==> src/rtl/hid2ps2.sv <==
// HID boot-keyboard report to PS/2 Set 2 scancode translator.
// Diffs each new report against the last translated one and streams make/break bytes.
module hid2ps2 #(
    parameter bit IGNORE_ROLLOVER = 1'b1
) (
    input  logic        clk,
    input  logic        reset,
    input  logic [63:0] usb_kb_hid,
    output logic [7:0]  ps2_data,
    output logic        ps2_valid,
    input  logic        ps2_ready,
    output logic        busy
);

    typedef enum logic [2:0] {IDLE, SCAN, EMIT_E0, EMIT_F0, EMIT_CODE} state_t;

    localparam logic [4:0] LAST_CAND = 5'd27;

    // {E0 prefix, code}; all-zero means the usage has no Set 2 code
    function automatic logic [8:0] key_map(input logic [7:0] u);
        logic [8:0] r;
        case (u)
            8'h04: r = 9'h01C;  8'h05: r = 9'h032;  8'h06: r = 9'h021;  8'h07: r = 9'h023;
            8'h08: r = 9'h024;  8'h09: r = 9'h02B;  8'h0A: r = 9'h034;  8'h0B: r = 9'h033;
            8'h0C: r = 9'h043;  8'h0D: r = 9'h03B;  8'h0E: r = 9'h042;  8'h0F: r = 9'h04B;
            8'h10: r = 9'h03A;  8'h11: r = 9'h031;  8'h12: r = 9'h044;  8'h13: r = 9'h04D;
            8'h14: r = 9'h015;  8'h15: r = 9'h02D;  8'h16: r = 9'h01B;  8'h17: r = 9'h02C;
            8'h18: r = 9'h03C;  8'h19: r = 9'h02A;  8'h1A: r = 9'h01D;  8'h1B: r = 9'h022;
            8'h1C: r = 9'h035;  8'h1D: r = 9'h01A;  8'h1E: r = 9'h016;  8'h1F: r = 9'h01E;
            8'h20: r = 9'h026;  8'h21: r = 9'h025;  8'h22: r = 9'h02E;  8'h23: r = 9'h036;
            8'h24: r = 9'h03D;  8'h25: r = 9'h03E;  8'h26: r = 9'h046;  8'h27: r = 9'h045;
            8'h28: r = 9'h05A;  8'h29: r = 9'h076;  8'h2A: r = 9'h066;  8'h2B: r = 9'h00D;
            8'h2C: r = 9'h029;  8'h2D: r = 9'h04E;  8'h2E: r = 9'h055;  8'h2F: r = 9'h054;
            8'h30: r = 9'h05B;  8'h31: r = 9'h05D;  8'h32: r = 9'h05D;  8'h33: r = 9'h04C;
            8'h34: r = 9'h052;  8'h35: r = 9'h00E;  8'h36: r = 9'h041;  8'h37: r = 9'h049;
            8'h38: r = 9'h04A;  8'h39: r = 9'h058;  8'h3A: r = 9'h005;  8'h3B: r = 9'h006;
            8'h3C: r = 9'h004;  8'h3D: r = 9'h00C;  8'h3E: r = 9'h003;  8'h3F: r = 9'h00B;
            8'h40: r = 9'h083;  8'h41: r = 9'h00A;  8'h42: r = 9'h001;  8'h43: r = 9'h009;
            8'h44: r = 9'h078;  8'h45: r = 9'h007;  8'h47: r = 9'h07E;  8'h49: r = 9'h170;
            8'h4A: r = 9'h16C;  8'h4B: r = 9'h17D;  8'h4C: r = 9'h171;  8'h4D: r = 9'h169;
            8'h4E: r = 9'h17A;  8'h4F: r = 9'h174;  8'h50: r = 9'h16B;  8'h51: r = 9'h172;
            8'h52: r = 9'h175;  8'h53: r = 9'h077;  8'h54: r = 9'h14A;  8'h55: r = 9'h07C;
            8'h56: r = 9'h07B;  8'h57: r = 9'h079;  8'h58: r = 9'h15A;  8'h59: r = 9'h069;
            8'h5A: r = 9'h072;  8'h5B: r = 9'h07A;  8'h5C: r = 9'h06B;  8'h5D: r = 9'h073;
            8'h5E: r = 9'h074;  8'h5F: r = 9'h06C;  8'h60: r = 9'h075;  8'h61: r = 9'h07D;
            8'h62: r = 9'h070;  8'h63: r = 9'h071;  8'h64: r = 9'h061;  8'h65: r = 9'h12F;
            default: r = 9'h000;
        endcase
        return r;
    endfunction

    function automatic logic [8:0] mod_map(input logic [2:0] b);
        logic [8:0] r;
        case (b)
            3'd0: r = 9'h014;  3'd1: r = 9'h012;  3'd2: r = 9'h011;  3'd3: r = 9'h11F;
            3'd4: r = 9'h114;  3'd5: r = 9'h059;  3'd6: r = 9'h111;  default: r = 9'h127;
        endcase
        return r;
    endfunction

    state_t      state, nstate;
    logic [63:0] prev, cur;
    logic [4:0]  idx;
    logic        ev_brk;
    logic [7:0]  ev_code;

    logic [5:0][7:0] hid_s;
    logic            rollover, start;

    logic            cand_brk, cand_hit, dup, in_oth;
    logic [4:0]      rel;
    logic [2:0]      slot, sidx;
    logic [63:0]     self_r, oth_r;
    logic [7:0]      self_m, oth_m, key;
    logic [5:0][7:0] self_s, oth_s;
    logic [8:0]      cand_code;
    logic            scan_step, last;

    logic unused_rsvd;
    assign unused_rsvd = ^prev[55:48];

    always_comb begin
        hid_s    = usb_kb_hid[47:0];
        rollover = 1'b0;
        for (int p = 0; p < 6; p++)
            if (hid_s[p] == 8'h01) rollover = 1'b1;
        start = ({usb_kb_hid[63:56], usb_kb_hid[47:0]} != {prev[63:56], prev[47:0]})
                && !(IGNORE_ROLLOVER && rollover);
    end

    // Candidates 0..13 are breaks (self=prev, other=cur), 14..27 makes (roles swapped).
    always_comb begin
        cand_brk = idx < 5'd14;
        rel      = cand_brk ? idx : idx - 5'd14;
        slot     = 3'(rel - 5'd8);
        sidx     = 3'd5 - slot;
        self_r   = cand_brk ? prev : cur;
        oth_r    = cand_brk ? cur : prev;
        self_m   = self_r[63:56];
        oth_m    = oth_r[63:56];
        self_s   = self_r[47:0];
        oth_s    = oth_r[47:0];
        key      = self_s[sidx];
        dup      = 1'b0;
        in_oth   = 1'b0;
        // sc1 sits at the top byte, so an earlier slot has a higher packed index
        for (int p = 0; p < 6; p++) begin
            if (p > int'(sidx) && self_s[p] == key) dup = 1'b1;
            if (oth_s[p] == key) in_oth = 1'b1;
        end
        if (rel < 5'd8) begin
            cand_code = mod_map(rel[2:0]);
            cand_hit  = self_m[rel[2:0]] & ~oth_m[rel[2:0]];
        end else begin
            cand_code = key_map(key);
            cand_hit  = (cand_code != 9'h000) && !dup && !in_oth;
        end
    end

    assign last      = idx == LAST_CAND;
    assign scan_step = (state == SCAN && !cand_hit) || (state == EMIT_CODE && ps2_ready);

    always_ff @(posedge clk or posedge reset) begin
        if (reset) state <= IDLE;
        else       state <= nstate;
    end

    always_comb begin
        nstate = state;
        case (state)
            IDLE:      if (start) nstate = SCAN;
            SCAN: begin
                if (cand_hit)  nstate = cand_code[8] ? EMIT_E0 : (cand_brk ? EMIT_F0 : EMIT_CODE);
                else if (last) nstate = IDLE;
            end
            EMIT_E0:   if (ps2_ready) nstate = ev_brk ? EMIT_F0 : EMIT_CODE;
            EMIT_F0:   if (ps2_ready) nstate = EMIT_CODE;
            EMIT_CODE: if (ps2_ready) nstate = last ? IDLE : SCAN;
            default:   nstate = IDLE;
        endcase
    end

    always_comb begin
        ps2_valid = 1'b0;
        ps2_data  = 8'h00;
        busy      = state != IDLE;
        case (state)
            EMIT_E0:   begin ps2_valid = 1'b1; ps2_data = 8'hE0;    end
            EMIT_F0:   begin ps2_valid = 1'b1; ps2_data = 8'hF0;    end
            EMIT_CODE: begin ps2_valid = 1'b1; ps2_data = ev_code; end
            default:   ;
        endcase
    end

    always_ff @(posedge clk or posedge reset) begin
        if (reset) begin
            prev    <= '0;
            cur     <= '0;
            idx     <= '0;
            ev_brk  <= 1'b0;
            ev_code <= 8'h00;
        end else begin
            if (state == IDLE && start) begin
                cur <= usb_kb_hid;
                idx <= '0;
            end
            if (state == SCAN && cand_hit) begin
                ev_brk  <= cand_brk;
                ev_code <= cand_code[7:0];
            end
            if (scan_step) begin
                if (last) prev <= cur;
                else      idx  <= idx + 5'd1;
            end
        end
    end

endmodule
==> config.mk <==
export PLATFORM = sky130hd
export DESIGN_NAME = hid2ps2
export DESIGN_NICKNAME = d
export VERILOG_FILES = /design/src/rtl/hid2ps2.sv
export SDC_FILE = /design/constraint.sdc
export NUM_CORES = 1
export LEC_CHECK = 0
export ABC_CLOCK_PERIOD_IN_PS = 8400
export BUFFER_PORTS_ARGS = -buffer_cell sky130_fd_sc_hd__buf_2
export CAP_MARGIN = 25
export CORE_MARGIN = 8
export CORE_UTILIZATION = 25
export DETAILED_ROUTE_END_ITERATION = 8
export PLACE_DENSITY_LB_ADDON = 0.05
export REMOVE_ABC_BUFFERS = 1
export SLEW_MARGIN = 25
export SYNTH_ARGS = -nofsm -noshare
export SYNTH_HDL_FRONTEND = slang
export SYNTH_SLANG_ARGS = --single-unit
==> constraint.sdc <==
create_clock -name clk -period 8.4 [get_ports clk]
set_clock_uncertainty 0.2 [all_clocks]
set_input_delay 1.68 -clock clk [delete_from_list [all_inputs] [get_ports clk]]
set_output_delay 1.68 -clock clk [all_outputs]
set_load 0.005 [all_outputs]
==> run metrics, run 1 <==
Worst Tran Pin Value=1050 ps; main combinational cell family by area after synthesis=multiplexers; reg-to-reg startpoint=idx[2]$_DFF_PP0_; hold_ws=291 ps; 1st-iter DRT viols=752; CP most frequent cell=ha_1; Post-Synth XOR/XNOR Area=0.115; Top Usage Layer GRT=met2; HPWL after DPL=36.3 mm; footprint of the multi-input gates=7800 um^2; Worst slew margin=0.298; crit path max fanout=31; count leader, synth=dfrtp_1; critical path required time=8530 ps; Longest Clk Path Bufs=2; htree depth=4; main flop type after synthesis=dfrtp_1; Initial Utilization=0.254; Layout area overhead=13.1%; Synth Instances=1,189; clock root cell=clkbuf_16; Post-Route Setup TNS=0 ps; Min-Delay Path Class=register to register; vias per cell=5.34; final core occ=0.287; Yosys reg bits=129; WP buf/inv=4; total core area=45,500 um^2; Distinct cells, synth=89; DRC Markers=0; met2 GRT Util=0.293; synth cell count leaders=dfrtp_1 (129), xnor2_1 (117), mux2_2 (91); Post-synth EDFFs=0; Num Clock Sinks=129; I/O pin count=77; crit end category=register; Die X=231 um; Seq/Total Area, Yosys=0.279; share of Yosys cell area claimed by the top area cell type=0.279; DRT antenna net count=0; FILL cells=4,952; Final Setup Violations=0; final hold vios=0; Leakage=5.34 nW; post-route cell area=13,100 um^2; post-synthesis adder-cell area fraction=0.0195; cell with the biggest individual delay on the critical path=and2_4; wire length of the first global-routing pass=70.6 mm; grt met3 use=0.0238; initial antenna violation count=0; Power Density=382 nW/um^2; vias in the first global route=10,000; vias=9,779; Peak VDD IR=238 uV; Synth Area in Simple Gates=0.128; CTS hold repair buffers=0; mean post-synth cell area=9.72 um^2; synth warn=0; Synth area leader=dfrtp_1; Arr. time, crit path=7850 ps; Pwr Total=5.00 mW; clock period minus worst slack=7720 ps; largest net degree at the start of global routing=71; die span in y=231 um; CP Launch Point=idx[2]$_DFF_PP0_; pre-CTS setup slack=778 ps; Placement Cell Area=12,400 um^2; clock latency on the worst-skew pair=450 ps; CP top delay family=compound AO/OA/AOI/OAI gates; outcome=complete, no violations; max-slew violation count=0; drt pass-1 iters=5; CTS clk-pin slew, worst paths=60 ps; IO buf count=68; GR Overflow Total=0; sum of routed wire length over all layers=47.8 mm; hold path start=ev_code[5]$_DFFE_PP0P_; layout cell share with drive strength beyond 1=0.248; GPL Wtd Cong=0.869; TritonCTS Buffers=17; Max Cap Viol=0; post-synthesis instance area=11,600 um^2; dpl cells=1,799; Synth async-reset ratio=1.00; Cell Count, Final, Fillers Out=1,831; wire per inst=26.1 um; register area=3230 um^2; Critical Path, Cell by Cell=ha_1 -> a21oi_4 -> mux2i_1 -> ha_1 -> clkinv_1 -> a31oi_1 -> o311a_1 -> nor2_2 -> inv_4 -> ha_1 -> nand2b_1 -> a21oi_1 -> a32oi_1 -> a311oi_1 -> and4b_1 -> o2111ai_1 -> and3_1 -> and4_1 -> a221o_1 -> buf_4 -> and2_4 -> buf_12 -> mux2_2; f_max=130 MHz; unrepaired setup endpoints after global routing=false; met1 Use GR=0.236; post-synthesis mux area share=0.245; cell row count=78; Resize count post-CTS=0; antenna cells=0; final worst-path setup slack=678 ps; crit start category=register; CP max stage delay=560 ps; Area contributors post-synth=dfrtp_1 (28%), mux2_2 (8.9%), xnor2_1 (8.9%), mux2i_1 (7.8%), mux2_4 (4.7%); Synth Area in Compound Gates=0.165; Total GRT Usage=0.178; postcts setup bufs=0; final worst path period share=0.919; layout net count=1,303; Crit Path Class=register to register; die area=53,300 um^2; TritonCTS clock tree=yes
-- power breakdown --
group          internal, mW  switching, mW
Clock                 0.500          0.326
Sequential            0.790          0.262
Combinational          1.21           1.91
-- path summary, 6_finish.rpt --
| path | end | slack [ps] | depth (start not counted) |
|---|---|---|---|
| setup reg to reg | prev[44]$_DFFE_PP0P_ | 680 | 23 |
| hold reg to reg | ev_code[5]$_DFFE_PP0P_ | 290 | 1 |
| max in group asynchronous | prev[36]$_DFFE_PP0P_ | 5520 | 3 |
| setup / recovery | prev[44]$_DFFE_PP0P_ | 680 | 23 |
| min in group asynchronous | cur[58]$_DFFE_PP0P_ | 1160 | 2 |
| hold / removal | ev_code[5]$_DFFE_PP0P_ | 290 | 1 |
-- metal layers --
metal,vias to the layer above,wire [um]
li1,4510,-
met1,4983,22000
met2,228,22900
met3,58,1510
met4,0,1350
met5,-,0
-- worst register-to-register path: stages, from the launching register on --
cell       delay, ps
dfrtp_1          470
ha_1             370
a21oi_4          480
mux2i_1          180
ha_1             450
clkinv_1         430
a31oi_1          420
o311a_1          400
nor2_2            90
inv_4            240
ha_1             460
nand2b_1         100
a21oi_1          120
a32oi_1          200
a311oi_1         340
and4b_1          230
o2111ai_1        320
and3_1           220
and4_1           200
a221o_1          160
buf_4            200
and2_4           570
buf_12           330
mux2_2           400
-- area by class of cell --
cell class              count  share of cell area
multi-input cells         953               0.597
flip-flops and latches    129               0.247
well taps                 600              0.0574
repair buffers             97              0.0437
clock buffers              17              0.0326
clock inverters            15              0.0160
inverters                  20             0.00641
-- registers in the layout, indices dropped and copies added, names as in the netlist --
register,cells
ev_code,8
prev,56
state,3
ev_brk,1
cur,56
idx,5
-- cell usage in the layout (no fill, tap or decap), drive strengths merged, types with 9 or more instances in the layout --
cell type	n
mux4	16
ha	18
nor3b	9
o21ai	47
xnor2	117
xor2	35
dfrtp	129
buf	97
o22ai	13
mux2i	90
nor3	20
nand3	30
and3	10
a211oi	27
clkbuf	17
a21oi	64
nor2	50
nor4	14
nand2	74
a32o	9
mux2	127
o211ai	11
inv	21
nand4	27
-- logic make-up (layout without fill, tap and decap cells) --
| family | Yosys count | after routing |
|---|---|---|
| xor+xnor | 152 | 152 |
| buf+inv | 107 | 149 |
| simple gates | 282 | 282 |
| compound gates | 268 | 268 |
| mux | 233 | 233 |
| flops | 129 | 129 |
| fa+ha+maj | 18 | 18 |
No activity file was read; power rests on OpenSTA's default activity.
==> run 2: changes to the inputs <==
--- a/config.mk
+++ b/config.mk
@@ -11,6 +11,7 @@
 export CORE_MARGIN = 8
 export CORE_UTILIZATION = 25
 export DETAILED_ROUTE_END_ITERATION = 8
+export GPL_TIMING_DRIVEN = 0
 export PLACE_DENSITY_LB_ADDON = 0.05
 export REMOVE_ABC_BUFFERS = 1
 export SLEW_MARGIN = 25
==> run metrics, run 2 (synthesized netlist as in run 1, its figures left out) <==
IO buf count=68 (unchanged); register area=3240 um^2 (+0.15%); Initial Utilization=0.254 (unchanged); TritonCTS Buffers=17 (unchanged); footprint of the multi-input gates=7880 um^2 (+0.99%); FILL cells=4,884 (-1.4%); wire length of the first global-routing pass=71.5 mm (+1.3%); final core occ=0.296 (+0.00913); Max Cap Viol=0 (unchanged); Critical Path, Cell by Cell=ha_2 -> a21oi_4 -> mux2i_2 -> buf_6 -> ha_2 -> buf_12 -> clkinv_2 -> a31oi_1 -> o311a_1 -> nor2_4 -> inv_4 -> ha_1 -> inv_1 -> a221oi_1 -> o21ai_0 -> a21oi_1 -> a2111oi_0 -> a211oi_1 -> nor2_1 -> and4_1 -> a221o_2 -> and2_4 -> buf_16 -> mux2_4; Cell Count, Final, Fillers Out=1,832 (+0.055%); CTS hold repair buffers=0 (unchanged); cell with the biggest individual delay on the critical path=dfrtp_4; Min-Delay Path Class=register to register; antenna cells=0 (unchanged); 1st-iter DRT viols=645 (-14%); clock period minus worst slack=8030 ps (+307 ps); clock root cell=clkbuf_16; most frequent cells in the layout=dfrtp_1 (127), xnor2_1 (116), mux2_2 (91); total core area=45,500 um^2 (unchanged); vias in the first global route=9,927 (-0.84%); hold_ws=286 ps (-4.69 ps); HPWL after DPL=36.5 mm (+0.54%); crit path max fanout=28 (-9.7%); Die X=231 um (unchanged); final hold vios=0 (unchanged); I/O pin count=77 (unchanged); CP top delay family=compound AO/OA/AOI/OAI gates; Worst slew margin=0.257 (-0.0414); wire per inst=26.6 um (+1.8%); initial antenna violation count=0 (unchanged); most common cell after layout, fill and taps aside=dfrtp_1; cell row count=78 (unchanged); met1 Use GR=0.236 (about the same); Peak VDD IR=174 uV (-27%); DRC Markers=0 (unchanged); Hold Path Stages=2 (+1); Arr. time, crit path=8160 ps (+310 ps); DRT antenna net count=0 (unchanged); CP most frequent cell=ha_2; unrepaired setup endpoints after global routing=false; largest net degree at the start of global routing=79 (+11%); sum of routed wire length over all layers=48.7 mm (+1.8%); vias per cell=5.28 (-1.0%); htree depth=4 (unchanged); pre-CTS setup slack=-1760 ps (-2540 ps); Leakage=5.48 nW (+2.6%); Post-Route Setup TNS=0 ps (unchanged); final worst path period share=0.956 (+0.0366); Layout area overhead=16.7%; dpl cells=1,792 (-0.39%); WP buf/inv=6 (+2); GPL Wtd Cong=0.842 (-3.2%); Top Usage Layer GRT=met2; Top Registers=cur (56), prev (56), ev_code (8); outcome=complete, no violations; max-slew violation count=0 (unchanged); Total GRT Usage=0.181 (+0.00276); met2 GRT Util=0.311 (+0.0182); clock latency on the worst-skew pair=450 ps (about the same); layout net count=1,304 (+0.077%); Worst Tran Pin Value=1110 ps (+58.0 ps); grt met3 use=0.0223 (-0.00147); Longest Clk Path Bufs=2 (unchanged); layout cell share with drive strength beyond 1=0.256 (+0.00873); f_max=125 MHz (-3.8%); crit end category=register; die area=53,300 um^2 (unchanged); CTS clk-pin slew, worst paths=60 ps (about the same); Num Clock Sinks=129 (unchanged); R2R depth=24 (+4.3%); vias=9,682 (-0.99%); GR Overflow Total=0 (unchanged); crit start category=register; final worst-path setup slack=371 ps (-307 ps); die span in y=231 um (unchanged); CP max stage delay=620 ps (+60 ps); Final Setup Violations=0 (unchanged); Power Density=380 nW/um^2 (-0.65%); TritonCTS clock tree=yes; critical path required time=8530 ps (about the same); Crit Path Class=register to register; CP Depth=24 (+4.3%); drt pass-1 iters=5 (unchanged)
run 2: cell types whose count changed in the layout (fill, tap and decap cells not counted), sizes merged:
cell	change
and2	+1
bufinv	+1
clkbuf	+2
clkinv	-2
clkinvlp	+1
inv	-2
run 2: final timing paths:
path | from | endpoint | slack (ps)
setup reg to reg | idx[1]$_DFF_PP0_ | prev[36]$_DFFE_PP0P_ | 370
min in group asynchronous | reset | cur[58]$_DFFE_PP0P_ | 1030
hold / removal | ev_code[4]$_DFFE_PP0P_ | ev_code[4]$_DFFE_PP0P_ | 290
setup / recovery | idx[1]$_DFF_PP0_ | prev[36]$_DFFE_PP0P_ | 370
hold reg to reg | ev_code[4]$_DFFE_PP0P_ | ev_code[4]$_DFFE_PP0P_ | 290
max in group asynchronous | reset | prev[47]$_DFFE_PP0P_ | 6180
run 2: where the power goes:
group | switching (mW) | internal (mW)
combinational | 1.92 | 1.27
clock | 0.318 | 0.542
sequential | 0.280 | 0.792
total | 2.52 | 2.60
run 2: per-layer routing:
layer | vias to the layer above | part of all wire
met1 | 4927 | 0.46
met4 | 0 | 0.019
li1 | 4519 | -
met5 | - | 0
met3 | 38 | 0.026
met2 | 198 | 0.50
run 2: tightest hold or removal path, cell delays in order, from the launching register on:
cell	delay (ps)
dfrtp_1	340
nand2_1	50
o21ai_0	60
run 2: timing repair:
item	in CTS	in global routing
resized for setup	4	2
setup endpoints to repair	73	42
hold endpoints to repair	0	0
cloned	1	0
pin swaps	3	0
setup buffers	5	1
run 2: area by class of cell:
type                    count  share of cell area
flip-flops and latches    129               0.240
repair buffers             97              0.0648
clock buffers              19              0.0336
clock inverters            13              0.0154
multi-input cells         954               0.584
well taps                 600              0.0557
inverters                  20             0.00650
run 2: stage by stage:
stage / cell area (um^2) / power, mW
floorplan: 11100 / 3.02
global placement: 12200 / 4.14
detailed placement: 12700 / 4.22
CTS: 13400 / 5.14
global route: 13500 / 5.43
finish: 13500 / 5.12
==> run 3: changes to the inputs <==
--- a/config.mk
+++ b/config.mk
@@ -13,6 +13,7 @@
 export DETAILED_ROUTE_END_ITERATION = 8
 export GPL_TIMING_DRIVEN = 0
 export PLACE_DENSITY_LB_ADDON = 0.05
+export RECOVER_POWER = 100
 export REMOVE_ABC_BUFFERS = 1
 export SLEW_MARGIN = 25
 export SYNTH_ARGS = -nofsm -noshare
==> run metrics, run 3 (synthesized netlist as in run 1, its figures left out) <==
HPWL after DPL=36.5 mm (unchanged); Num Clock Sinks=129 (unchanged); Worst slew margin=-1.61 (-1.86); R2R depth=24 (unchanged); dpl cells=1,792 (unchanged); Crit Path Class=register to register; drt pass-1 iters=7 (+2); final worst-path setup slack=396 ps (+25.5 ps); Pwr Total=5.11 mW (-0.24%); antenna cells=0 (unchanged); cell with the biggest individual delay on the critical path=dfrtp_4; max-slew violation count=196 (+196); Critical R2R Capture=prev[36]$_DFFE_PP0P_; clock root cell=clkbuf_16; CP most frequent cell=ha_2; f_max=125 MHz (+0.32%); die span in y=231 um (unchanged); CTS hold repair buffers=0 (unchanged); CP endpoint=prev[36]$_DFFE_PP0P_; die area=53,300 um^2 (unchanged); most common cell after layout, fill and taps aside=dfrtp_1; crit start category=register; Final Setup Violations=0 (unchanged); critical path required time=8530 ps (about the same); Cell Count, Final, Fillers Out=1,832 (unchanged); unrepaired setup endpoints after global routing=false; Max Cap Viol=4 (+4); layout net count=1,304 (unchanged); 1st-iter DRT viols=622 (-3.6%); Critical Path, Cell by Cell=ha_2 -> a21oi_4 -> mux2i_2 -> buf_6 -> ha_2 -> buf_12 -> clkinv_2 -> a31oi_1 -> o311a_1 -> nor2_4 -> inv_4 -> ha_1 -> inv_1 -> a221oi_1 -> o21ai_0 -> a21oi_1 -> a2111oi_0 -> a211oi_1 -> nor2_1 -> and4_1 -> a221o_2 -> and2_4 -> buf_16 -> mux2_4; Min-Delay Path Class=register to register; vias per cell=5.28 (about the same); Die X=231 um (unchanged); CP max stage delay=610 ps (about the same); flop-to-flop setup slack=400 ps (+30 ps); Worst Tran Pin Value=3910 ps (+2800 ps); clock period minus worst slack=8000 ps (-25.5 ps); Leakage=5.42 nW (-1.1%); initial antenna violation count=0 (unchanged); crit end category=register; DRC Markers=0 (unchanged); most frequent cells in the layout=dfrtp_1 (127), xnor2_1 (116), mux2_2 (91); outcome=finished with violations; layout cell share with drive strength beyond 1=0.248 (-0.00893); vias in the first global route=9,927 (unchanged); final hold vios=0 (unchanged); CP Depth=24 (unchanged); failing checks=max-capacitance violations, max-slew violations; WP buf/inv=6 (unchanged); largest net degree at the start of global routing=79 (unchanged); TritonCTS Buffers=17 (unchanged); reg-to-reg startpoint=idx[1]$_DFF_PP0_; post-route cell area=13,400 um^2 (-0.45%); clock latency on the worst-skew pair=460 ps (about the same); Top Registers=cur (56), prev (56), ev_code (8); Layout area overhead=16.2%; sum of routed wire length over all layers=48.6 mm (-0.12%); CP Launch Point=idx[1]$_DFF_PP0_; GR Overflow Total=0 (unchanged); Total GRT Usage=0.181 (unchanged); total core area=45,500 um^2 (unchanged); DRT antenna net count=0 (unchanged); Initial Utilization=0.254 (unchanged); TritonCTS clock tree=yes; htree depth=4 (unchanged); I/O pin count=77 (unchanged); IO buf count=68 (unchanged); pre-CTS setup slack=-1760 ps (unchanged); final worst path period share=0.953 (-0.00304); Longest Clk Path Bufs=2 (unchanged); wire length of the first global-routing pass=71.5 mm (unchanged); Placement Cell Area=12,700 um^2 (unchanged); Peak VDD IR=175 uV (+0.27%); cell row count=78 (unchanged); crit path max fanout=28 (unchanged); CP top delay family=compound AO/OA/AOI/OAI gates; CTS clk-pin slew, worst paths=60 ps (about the same); GPL Wtd Cong=0.842 (unchanged); vias=9,674 (-0.083%); wire per inst=26.5 um (-0.12%); Arr. time, crit path=8140 ps (-20 ps); Power Density=381 nW/um^2 (+0.21%)
[run 3: cell count changes in the layout (fill, tap and decap cells not counted)]
cell             before  now
or2_0                 0    1
buf_2                70   62
inv_8                 1    0
clkdlybuf4s25_1       0    1
buf_16               12   10
or2_4                 1    0
clkinvlp_2            0    1
clkbuf_1              0    9
[run 3: cell type report]
cell class / instances / area [um^2]
fillers: 4895 / 32100
multi-input cells: 954 / 7870
flip-flops and latches: 129 / 3240
repair buffers: 97 / 822
well taps: 600 / 751
clock buffers: 19 / 453
clock inverters: 13 / 208
inverters: 20 / 81.3
[run 3: routing by layer]
| metal | vias up | track usage | wire length [um] |
|---|---|---|---|
| met5 | - | 0 | 0 |
| met4 | 0 | 0.0501 | 921 |
| met3 | 36 | 0.0223 | 1240 |
| met2 | 187 | 0.311 | 24100 |
| met1 | 4922 | 0.236 | 22300 |
| li1 | 4529 | - | - |
[run 3: what timing repair did]
item,4_1_cts,5_1_grt
endpoints found under the setup margin,73,42
cloned,1,0
pin swaps,3,0
gates resized for setup,4,2
buffers inserted,5,1
[run 3: worst min-delay path by stage]
stage,start,to,depth (start not counted)
detailed placement,ev_code[5]$_DFFE_PP0P_,ev_code[5]$_DFFE_PP0P_,1
CTS,ev_code[5]$_DFFE_PP0P_,ev_code[5]$_DFFE_PP0P_,1
global route,ev_code[4]$_DFFE_PP0P_,ev_code[4]$_DFFE_PP0P_,2
finish,ev_code[4]$_DFFE_PP0P_,ev_code[4]$_DFFE_PP0P_,2
floorplan,ev_code[3]$_DFFE_PP0P_,ev_code[3]$_DFFE_PP0P_,2
global placement,ev_code[3]$_DFFE_PP0P_,ev_code[3]$_DFFE_PP0P_,2
[run 3: power breakdown]
group	total [mW]	leakage, nW	internal (mW)	switching [mW]
sequential	1.07	1.63	0.792	0.279
clock	0.858	0.312	0.542	0.317
combinational	3.18	3.47	1.27	1.92
[run 3: worst min-delay path, cell delays in order (launching register included)]
cell and delay (ps):
dfrtp_1 340, nand2_1 50, o21ai_0 60
[run 3: stage by stage]
stage                util  hold slack (ps)  TNS (ps)
finish              0.295              286         0
global route        0.295              315         0
CTS                 0.296              293         0
detailed placement  0.279              277   -104880
global placement    0.268              268   -951380
floorplan               -              242   -354720
